--- src/rtl/capture_csr_bank.sv ---
// capture_csr_bank: Avalon-MM CSR bank for NUM_CH capture engines.
//   Page 0 is global (ID, IRQ status/mask, 64-bit timestamp with coherent
//   LO/HI snapshot). Pages 1..NUM_CH hold one channel each (control, window
//   config, live status and counters, sticky DONE/WRAP events).
//   Reads have a fixed one-cycle latency signalled by readdatavalid.
// Optional feature: define CAPTURE_CSR_IRQ_EN to implement IRQ_STATUS,
//   IRQ_MASK and the registered irq output. Without it those registers read
//   0 and irq is tied low.
// TS_INIT is the timestamp reset value (0 in normal use).
module capture_csr_bank #(
  parameter int          N        = 32,
  parameter int          NUM_CH   = 2,
  parameter int          ADDR_W   = 6,
  parameter logic [31:0] ID_VALUE = 32'h7CD0_0002,
  parameter logic [63:0] TS_INIT  = 64'd0
) (
  input  logic                  clk,
  input  logic                  reset,
  input  logic [ADDR_W-1:0]     address,
  input  logic                  read,
  input  logic                  write,
  input  logic [N-1:0]          writedata,
  output logic [N-1:0]          readdata,
  output logic                  readdatavalid,
  input  logic [2*NUM_CH-1:0]   ch_state,
  input  logic [NUM_CH-1:0]     ch_busy,
  input  logic [NUM_CH-1:0]     ch_done,
  input  logic [NUM_CH-1:0]     ch_wrap,
  input  logic [N*NUM_CH-1:0]   ch_processing_cc,
  input  logic [N*NUM_CH-1:0]   ch_last_write_addr,
  output logic [NUM_CH-1:0]     ch_enable,
  output logic [NUM_CH-1:0]     ch_soft_rst,
  output logic [N*NUM_CH-1:0]   ch_pkt_begin,
  output logic [N*NUM_CH-1:0]   ch_pkt_end,
  output logic [N*NUM_CH-1:0]   ch_buf_start,
  output logic [N*NUM_CH-1:0]   ch_buf_size,
  output logic                  irq
);

  localparam int PAGE_W   = ADDR_W - 3;
  // Wide enough to slice both TS halves even when 2*N exceeds 64.
  localparam int TS_EXT_W = (2 * N > 64) ? 2 * N : 64;

  // Global page offsets
  localparam logic [2:0] G_ID     = 3'd0;
  localparam logic [2:0] G_IRQ_ST = 3'd1;
  localparam logic [2:0] G_IRQ_MK = 3'd2;
  localparam logic [2:0] G_TS_LO  = 3'd3;
  localparam logic [2:0] G_TS_HI  = 3'd4;

  // Channel page offsets
  localparam logic [2:0] C_CTRL   = 3'd0;
  localparam logic [2:0] C_STATUS = 3'd1;
  localparam logic [2:0] C_PKT_B  = 3'd2;
  localparam logic [2:0] C_PKT_E  = 3'd3;
  localparam logic [2:0] C_BUF_S  = 3'd4;
  localparam logic [2:0] C_BUF_Z  = 3'd5;
  localparam logic [2:0] C_LAST_W = 3'd6;
  localparam logic [2:0] C_PROC   = 3'd7;

  // ---------------------------------------------------------------------
  // Address decode
  // ---------------------------------------------------------------------
  logic [PAGE_W-1:0] page;
  logic [2:0]        off;
  logic              glb_sel;

  assign page    = address[ADDR_W-1:3];
  assign off     = address[2:0];
  assign glb_sel = (page == '0);

  // ---------------------------------------------------------------------
  // Per-channel event and clear vectors
  // ---------------------------------------------------------------------
  logic [NUM_CH-1:0]   ch_sel;
  logic [NUM_CH-1:0]   soft_req;
  logic [NUM_CH-1:0]   done_clr;
  logic [NUM_CH-1:0]   wrap_clr;
  logic [NUM_CH-1:0]   done_ev;
  logic [NUM_CH-1:0]   wrap_ev;
  logic [NUM_CH-1:0]   done_prev_q;
  logic [NUM_CH-1:0]   wrap_prev_q;
  logic [NUM_CH-1:0]   done_st_q;
  logic [NUM_CH-1:0]   done_st_d;
  logic [NUM_CH-1:0]   wrap_st_q;
  logic [NUM_CH-1:0]   wrap_st_d;
  logic [NUM_CH-1:0]   soft_rst_q;
  logic [N*NUM_CH-1:0] ch_rd_flat;

  // Rising-edge detection against last cycle's level
  assign done_ev = ch_done & ~done_prev_q;
  assign wrap_ev = ch_wrap & ~wrap_prev_q;

  // A new hardware event wins over a same-cycle software clear.
  assign done_st_d = done_ev | (done_st_q & ~done_clr);
  assign wrap_st_d = wrap_ev | (wrap_st_q & ~wrap_clr);

  // ---------------------------------------------------------------------
  // Channel register pages
  // ---------------------------------------------------------------------
  for (genvar gi = 0; gi < NUM_CH; gi++) begin : g_ch
    logic         ch_wr;
    logic         ctrl_en_q;
    logic [N-1:0] pkt_begin_q;
    logic [N-1:0] pkt_end_q;
    logic [N-1:0] buf_start_q;
    logic [N-1:0] buf_size_q;
    logic [N-1:0] rd_local;

    assign ch_sel[gi]   = (page == PAGE_W'(gi + 1));
    assign ch_wr        = write & ch_sel[gi];
    // CTRL.bit1 requests a soft reset; it also wipes this channel's events.
    assign soft_req[gi] = ch_wr & (off == C_CTRL) & writedata[1];
    assign done_clr[gi] = (ch_wr & (off == C_STATUS) & writedata[3]) | soft_req[gi];
    assign wrap_clr[gi] = (ch_wr & (off == C_STATUS) & writedata[4]) | soft_req[gi];

    // Software-writable channel configuration (retained across soft reset)
    always_ff @(posedge clk) begin
      if (!reset) begin
        ctrl_en_q   <= 1'b0;
        pkt_begin_q <= '0;
        pkt_end_q   <= '0;
        buf_start_q <= '0;
        buf_size_q  <= '0;
      end else if (ch_wr) begin
        case (off)
          C_CTRL:  ctrl_en_q   <= writedata[0];
          C_PKT_B: pkt_begin_q <= writedata;
          C_PKT_E: pkt_end_q   <= writedata;
          C_BUF_S: buf_start_q <= writedata;
          C_BUF_Z: buf_size_q  <= writedata;
          default: ;
        endcase
      end
    end

    // Read view of this channel page; soft-reset bit always reads back 0
    always_comb begin
      rd_local = '0;
      case (off)
        C_CTRL:   rd_local = N'(ctrl_en_q);
        C_STATUS: rd_local = N'({wrap_st_q[gi], done_st_q[gi], ch_busy[gi],
                                 ch_state[2*gi +: 2]});
        C_PKT_B:  rd_local = pkt_begin_q;
        C_PKT_E:  rd_local = pkt_end_q;
        C_BUF_S:  rd_local = buf_start_q;
        C_BUF_Z:  rd_local = buf_size_q;
        C_LAST_W: rd_local = ch_last_write_addr[N*gi +: N];
        C_PROC:   rd_local = ch_processing_cc[N*gi +: N];
        default:  rd_local = '0;
      endcase
    end

    assign ch_rd_flat[N*gi +: N]   = rd_local;
    assign ch_enable[gi]           = ctrl_en_q;
    assign ch_pkt_begin[N*gi +: N] = pkt_begin_q;
    assign ch_pkt_end[N*gi +: N]   = pkt_end_q;
    assign ch_buf_start[N*gi +: N] = buf_start_q;
    assign ch_buf_size[N*gi +: N]  = buf_size_q;
  end

  // Edge history, sticky events and the soft-reset pulse
  always_ff @(posedge clk) begin
    if (!reset) begin
      done_prev_q <= '0;
      wrap_prev_q <= '0;
      done_st_q   <= '0;
      wrap_st_q   <= '0;
      soft_rst_q  <= '0;
    end else begin
      done_prev_q <= ch_done;
      wrap_prev_q <= ch_wrap;
      done_st_q   <= done_st_d;
      wrap_st_q   <= wrap_st_d;
      soft_rst_q  <= soft_req;
    end
  end

  assign ch_soft_rst = soft_rst_q;

  // ---------------------------------------------------------------------
  // Interrupt aggregation
  // ---------------------------------------------------------------------
`ifdef CAPTURE_CSR_IRQ_EN
  logic [NUM_CH-1:0] irq_st_q;
  logic [NUM_CH-1:0] irq_st_d;
  logic [NUM_CH-1:0] irq_mask_q;
  logic [NUM_CH-1:0] irq_clr;
  logic              irq_q;

  assign irq_clr  = ({NUM_CH{write & glb_sel & (off == G_IRQ_ST)}} & writedata[NUM_CH-1:0])
                  | soft_req;
  // Either event of a channel raises its status bit; set beats clear.
  assign irq_st_d = done_ev | wrap_ev | (irq_st_q & ~irq_clr);

  // IRQ status/mask registers and the registered interrupt level
  always_ff @(posedge clk) begin
    if (!reset) begin
      irq_st_q   <= '0;
      irq_mask_q <= '0;
      irq_q      <= 1'b0;
    end else begin
      irq_st_q <= irq_st_d;
      if (write && glb_sel && (off == G_IRQ_MK)) begin
        irq_mask_q <= writedata[NUM_CH-1:0];
      end
      irq_q <= |(irq_st_q & irq_mask_q);
    end
  end

  assign irq = irq_q;
`else
  assign irq = 1'b0;
`endif

  // ---------------------------------------------------------------------
  // Timestamp
  // ---------------------------------------------------------------------
  logic [63:0]       ts_q;
  logic [N-1:0]      ts_hi_q;
  logic [TS_EXT_W-1:0] ts_ext;

  assign ts_ext = TS_EXT_W'(ts_q);

  // Free-running counter; a TS_LO read snapshots the upper half for TS_HI
  always_ff @(posedge clk) begin
    if (!reset) begin
      ts_q    <= TS_INIT;
      ts_hi_q <= '0;
    end else begin
      ts_q <= ts_q + 64'd1;
      if (read && glb_sel && (off == G_TS_LO)) begin
        ts_hi_q <= ts_ext[2*N-1:N];
      end
    end
  end

  // ---------------------------------------------------------------------
  // Read path
  // ---------------------------------------------------------------------
  logic [N-1:0] rd_val;
  logic [N-1:0] readdata_q;
  logic         readdatavalid_q;

  // Select the addressed register; anything unmapped reads as zero
  always_comb begin
    rd_val = '0;
    if (glb_sel) begin
      case (off)
        G_ID:     rd_val = N'(ID_VALUE);
`ifdef CAPTURE_CSR_IRQ_EN
        G_IRQ_ST: rd_val = N'(irq_st_q);
        G_IRQ_MK: rd_val = N'(irq_mask_q);
`endif
        G_TS_LO:  rd_val = ts_ext[N-1:0];
        G_TS_HI:  rd_val = ts_hi_q;
        default:  rd_val = '0;
      endcase
    end
    for (int k = 0; k < NUM_CH; k++) begin
      if (ch_sel[k]) begin
        rd_val = ch_rd_flat[N*k +: N];
      end
    end
  end

  // One-cycle read response; data holds between reads
  always_ff @(posedge clk) begin
    if (!reset) begin
      readdata_q      <= '0;
      readdatavalid_q <= 1'b0;
    end else begin
      readdatavalid_q <= read;
      if (read) begin
        readdata_q <= rd_val;
      end
    end
  end

  assign readdata      = readdata_q;
  assign readdatavalid = readdatavalid_q;

endmodule

--- config.mk ---
export PLATFORM = sky130hd
export DESIGN_NAME = capture_csr_bank
export DESIGN_NICKNAME = d
export VERILOG_FILES = /design/src/rtl/capture_csr_bank.sv
export SDC_FILE = /design/constraint.sdc
export NUM_CORES = 1
export LEC_CHECK = 0
export ABC_AREA = 1
export BUFFER_PORTS_ARGS = -buffer_cell sky130_fd_sc_hd__buf_2
export CAP_MARGIN = 5
export CORE_MARGIN = 5
export CORE_UTILIZATION = 45
export DETAILED_ROUTE_END_ITERATION = 12
export PLACE_DENSITY = 0.69
export SETUP_SLACK_MARGIN = 0.05
export SKIP_CTS_REPAIR_TIMING = 1
export SYNTH_ARGS = -nofsm -noshare
export SYNTH_HDL_FRONTEND = slang
export SYNTH_SLANG_ARGS = --single-unit
--- constraint.sdc ---
create_clock -name clk -period 2.07 [get_ports clk]
set_input_delay 0.207 -clock clk [delete_from_list [all_inputs] [get_ports clk]]
set_output_delay 0.207 -clock clk [all_outputs]
set_load 0.02 [all_outputs]
## After elaboration in Yosys (flattened, before gate mapping)

Index checks and enable logic that the tools add are counted.

| word-level totals | value |
|---|---|
| bits in writable memories | 0 |
| memories kept | 0 |
| logic and storage cells | 75 |
| memory bits (read-only) | 0 |
| latch bits | 0 |
| register bits after elaboration | 397 |

| operators by class | value |
|---|---|
| add/subtract/negate cells | 1 |
| shift-type cells | 0 |
| equal/unequal tests | 9 |
| reductions and logical operators | 14 |
| div/mod/pow operators | 0 |
| magnitude comparators | 0 |
| $mul | 0 |
| mux-type cells | 6 |
| bitwise logic cells | 26 |

Operator list:

| kind | number |
|---|---|
| 32-bit case mux with 8 select lines | 2 |
| 32-bit 2-to-1 mux | 3 |
| 32-bit case mux with 3 select lines | 1 |
| 64-bit by 1-bit adder with 64-bit output, second input constant | 1 |
| 2-bit AND reduction | 10 |
| 1-bit bitwise AND | 12 |
| 3-bit == test, second input constant | 4 |
| 3-bit by 2-bit == test with 1-bit output, second input constant | 3 |
| 2-bit bitwise AND | 4 |
| 2-bit NOT | 4 |
| 3-bit by 1-bit == test with 1-bit output, second input constant | 2 |
| 3-bit zero test | 2 |
| 1-bit OR | 4 |
| 2-bit OR | 2 |
| 1-bit logical AND | 2 |

## Logic depth before layout (Yosys ltp)

| depth | value |
|---|---|
| word-level depth | 8 |
| depth in mapped cells | 12 |
| gate-level depth less buffers | 10 |

## Worst setup path after synthesis

OpenSTA, ideal clock, no wires.

| timing path | value |
|---|---|
| kind | register -> register |
| from | register ts_q[0] (netlist: ts_ext[0]) |
| to | register ts_q[30] (netlist: ts_ext[30]) |
| slack | 0.400 ns |
| cell stages (with the launch flop) | 9 |
| setup time | 0.070 ns |
| path buffers | 0 |
| arrival | 1.600 ns |
| cell sequence | dfxtp_1 ha_1 nand2_1 nor2_4 nand2_1 nor2_2 nand2_1 or2_0 a21oi_1 |

| on the way | value |
|---|---|
| word-level cells in the longest chain between the ends | 1 |

Ends and longest elaborated chain:

| item | line | source |
|---|---|---|
| start, declared | 219 | `logic [63:0] ts_q;` |
| start signal, assigned | 231 | `ts_q <= ts_q + 64'd1;` |
| 64-bit by 1-bit adder with 64-bit output | 231 |  |

Every way passes these cells.
A chain may end at the register's enable or synchronous reset.

## Worst setup path in the final report

| timing path | value |
|---|---|
| from | register ts_q[17] (netlist: ts_ext[17]) |
| to | register ts_q[51] (netlist: ts_ext[51]) |

The elaborated chain is that of the path after synthesis.

==> flow_metrics.py <==
metrics = {
    "run_status": {
        "status": "completed",
    },
    "placed_design": {
        "dpl_cell_area_mm2": 0.02300,
        "placed_cells": 4080,
        "gp_congestion": 0.9806,
        "detailed_place_hpwl_um": 66440,
        "dp_slack_ps": -94.31,
        "port_buffers": 472,
    },
    "die": {
        "coreArea_mm2": 0.04308,
        "dieHeight_um": 218.9,
        "pin_count": 474,
        "die-area_mm2": 0.04791,
        "rows": 76,
        "start_util_pct": 45.58,
        "dieWidth_um": 218.9,
    },
    "logic_synthesis": {
        "synth_xor_area_share_pct": 0.1338,
        "synth_cell_types": 28,
        "synth_top_family_by_area": "simple AND/OR/NAND/NOR gates",
        "syn_nets": 3294,
        "synth-simple-area-share_pct": 31.68,
        "ys_ff_latch": 397,
        "yosysWarnings": 0,
        "muxShareOfSynthArea_pct": 0,
        "ys_seq_area_share_pct": 40.48,
        "yosys.area_share.adder_pct": 0.06372,
        "synth_compound_area_share_pct": 17.02,
        "syn_area_per_cell_um2": 6.307,
        "synthCells": 3113,
        "syn_area_mm2": 0.01964,
    },
    "layout": {
        "nets": 3727,
        "instances_no_fill": 4168,
        "final_core_util_pct": 57.16,
        "stdcell_area_mm2": 0.02462,
        "seqCellArea_mm2": 0.007948,
        "drive_above_1_share_pct": 19.25,
        "syn2layout_area_growth_pct": 25.41,
        "multi_input_area_mm2": 0.009644,
        "final.fill_count": 4493,
    },
    "clock_tree": {
        "cts_tree": "yes",
        "cts_buffers": 45,
        "root_buffer": "clkbuf_16",
        "clkTransAtPathRegs_ps": 60,
        "clkLatencyLatePin_ps": 590,
        "clk_path_buf_depth": 3,
        "cts_sinks": 397,
        "cts_max_level": 2,
    },
    "min_path": {
        "hold_depth": 3,
        "hp-class": "input port to flip-flop",
    },
    "power": {
        "clkPwrFrac_pct": 47.7,
        "p_int_mw": 13.38,
        "swShare_pct": 25.33,
        "cellPowerDensity_mw_per_mm2": 728.0,
        "power_switching_mw": 4.541,
        "seqPwrFrac_pct": 43.5,
        "p_total_mw": 17.93,
        "power_frac_comb_pct": 8.8,
        "p_leak_nw": 10.80,
        "ir_drop_uv": 565.1,
    },
    "timing": {
        "rsz0062_at_grt": "false",
        "finalCritPeriodShare_pct": 85.71,
        "hold-worst-slack_ps": 3.393,
        "finClkSkew_ps": 27.24,
        "setup_slack_ps": 295.7,
        "max_freq_mhz": 563.6,
        "setup_viol": 0,
        "period_needed_ps": 1774,
        "hold_violations": 0,
        "setup_tns_ps": 0,
        "worstMarginPinSlew_ps": 889.4,
        "slew_headroom_pct": 40.64,
        "maxSlewViolCount": 0,
    },
    "setup_path": {
        "worstSetupPathType": "flip-flop to flip-flop",
        "critPathMaxStageDelay_ps": 410,
        "crit_path_frequent_cell": "nand2_1",
        "cp.arrival_ps": 2240,
        "cp_max_fo": 4,
        "required_ps": 2530,
        "endpoint_kind": "flip-flop",
        "start_kind": "flip-flop",
        "critPathSlowestCell": "dfxtp_1",
        "reg2reg_depth": 7,
        "crit_chain": "nand2_1 -> nor2_1 -> nand2_1 -> nor2_1 -> nand2_1 -> o21ai_0 -> a21oi_1",
        "r2r_slack_ps": 300,
    },
    "routing": {
        "wl_met2_um": 38710,
        "drt_iter0_markers": 2689,
        "ant_nets": 0,
        "wl_met3_um": 8693,
        "viasPerCell": 5.417,
        "highest_layer": "met5",
        "num_vias": 22580,
        "route.detailed.drc": 0,
        "m1WireLength_um": 34710,
        "wl_per_cell_um": 21.03,
        "drtPass1Iterations": 6,
        "routed_wl_um": 87650,
    },
    "grt": {
        "grt_first_pass_wirelength_um": 129300,
        "grt_pass1_vias": 20480,
        "antenna_found_initial": 4,
        "grt_max_degree": 117,
        "track_usage_pct": 35.04,
        "grt_overflow": 0,
    },
    "flow_run": {
        "max_cap_viol_count": 0,
    },
}
## state kept, by name, summed over array words and instances (netlist names)
register,flops
g_ch.pkt_begin_q,64
ts_hi_q,32
wrap_st_q,2
ch_soft_rst,2
g_ch.buf_start_q,64
g_ch.buf_size_q,64
readdata,32
done_prev_q,2
g_ch.pkt_end_q,64
g_ch.ctrl_en_q,2
wrap_prev_q,2
ts_ext,64
done_st_q,2
readdatavalid,1
## power by group through the flow
stage               Combinational, mW  Clock, mW  Sequential, mW
finish                           1.58       8.54            7.80
global route                     1.70       8.90            7.81
CTS                              1.55       8.57            7.80
detailed placement               1.54          0            7.97
global placement                 1.54          0            7.97
floorplan                       0.712          0            8.04
## cells in the mapped netlist
master,instances,area [um2]
clkbuf_1,125,469.2
buf_1,9,33.78
nor3_1,3,15.01
buf_4,14,105.1
o21a_1,1,7.510
nand3_1,125,625.6
or2_2,5,31.28
ha_1,1,12.51
nand2_2,4,25.02
conb_1,1,3.750
or2_0,4,25.02
nor2_2,3,18.77
nand2_1,546,2049
inv_2,11,41.29
o21ai_0,374,1872
xor2_1,3,26.28
dfxtp_1,397,7948
nor2_4,4,45.04
o22ai_1,21,131.4
a21oi_1,239,1196
o21ai_1,27,135.1
buf_2,46,230.2
nand3_2,1,10.01
nand4_1,105,656.9
nor2_1,724,2718
clkinv_1,1,3.750
inv_4,1,6.260
inv_1,318,1194
## path summary, 6_finish.rpt
path | startpoint | end
worst max-delay path | ts_ext[17] | ts_ext[51]
worst max register to register | ts_ext[17] | ts_ext[51]
worst min register to register | wrap_prev_q[1] | wrap_st_q[1]
worst min-delay path | writedata[5] | g_ch[1].pkt_end_q[5]
## worst max-delay path: cells and delay by family, from the launching register on
family | cells | cell delay [ps]
simple gates | 5 | 980
flops | 1 | 410
compound gates | 2 | 260
## layout make-up
type | count | area share [%]
antenna | 3 | 0.03049
tap | 585 | 2.973
inverter | 331 | 5.056
clock buffer | 70 | 5.732
timing repair buffer | 580 | 14.09
clock inverter | 11 | 0.6758
sequential | 397 | 32.28
multi-input combinational | 2191 | 39.17
## cells by family after synthesis
kind of cell	after synthesis
AND/OR/NAND/NOR	1524
AO/OA/AOI/OAI	662
buffers and inverters	525
flip-flops	397
XOR/XNOR	3
adder cells (fa/ha/maj)	1
other	1
## cell usage in the layout (no fill, tap or decap), drive strengths merged
cell,Yosys,final
nand4,105,105
dfxtp,397,397
buf,69,575
or2,9,9
clkinv,1,8
diode,0,3
nand2,550,550
nor3,3,3
conb,1,1
xor2,3,3
o22ai,21,21
inv,330,330
o21ai,401,401
dlygate4sd3,0,4
nand3,126,126
a21oi,239,239
nor2,731,731
ha,1,1
o21a,1,1
bufinv,0,4
clkbuf,125,71
## metal layers
metal	vias to the layer above	global-route usage, %
met5	-	0
met4	4	19.05
met3	248	6.456
met2	1232	55.27
met1	10260	45.57
li1	10830	-
Power figures use the tool's default switching activity.
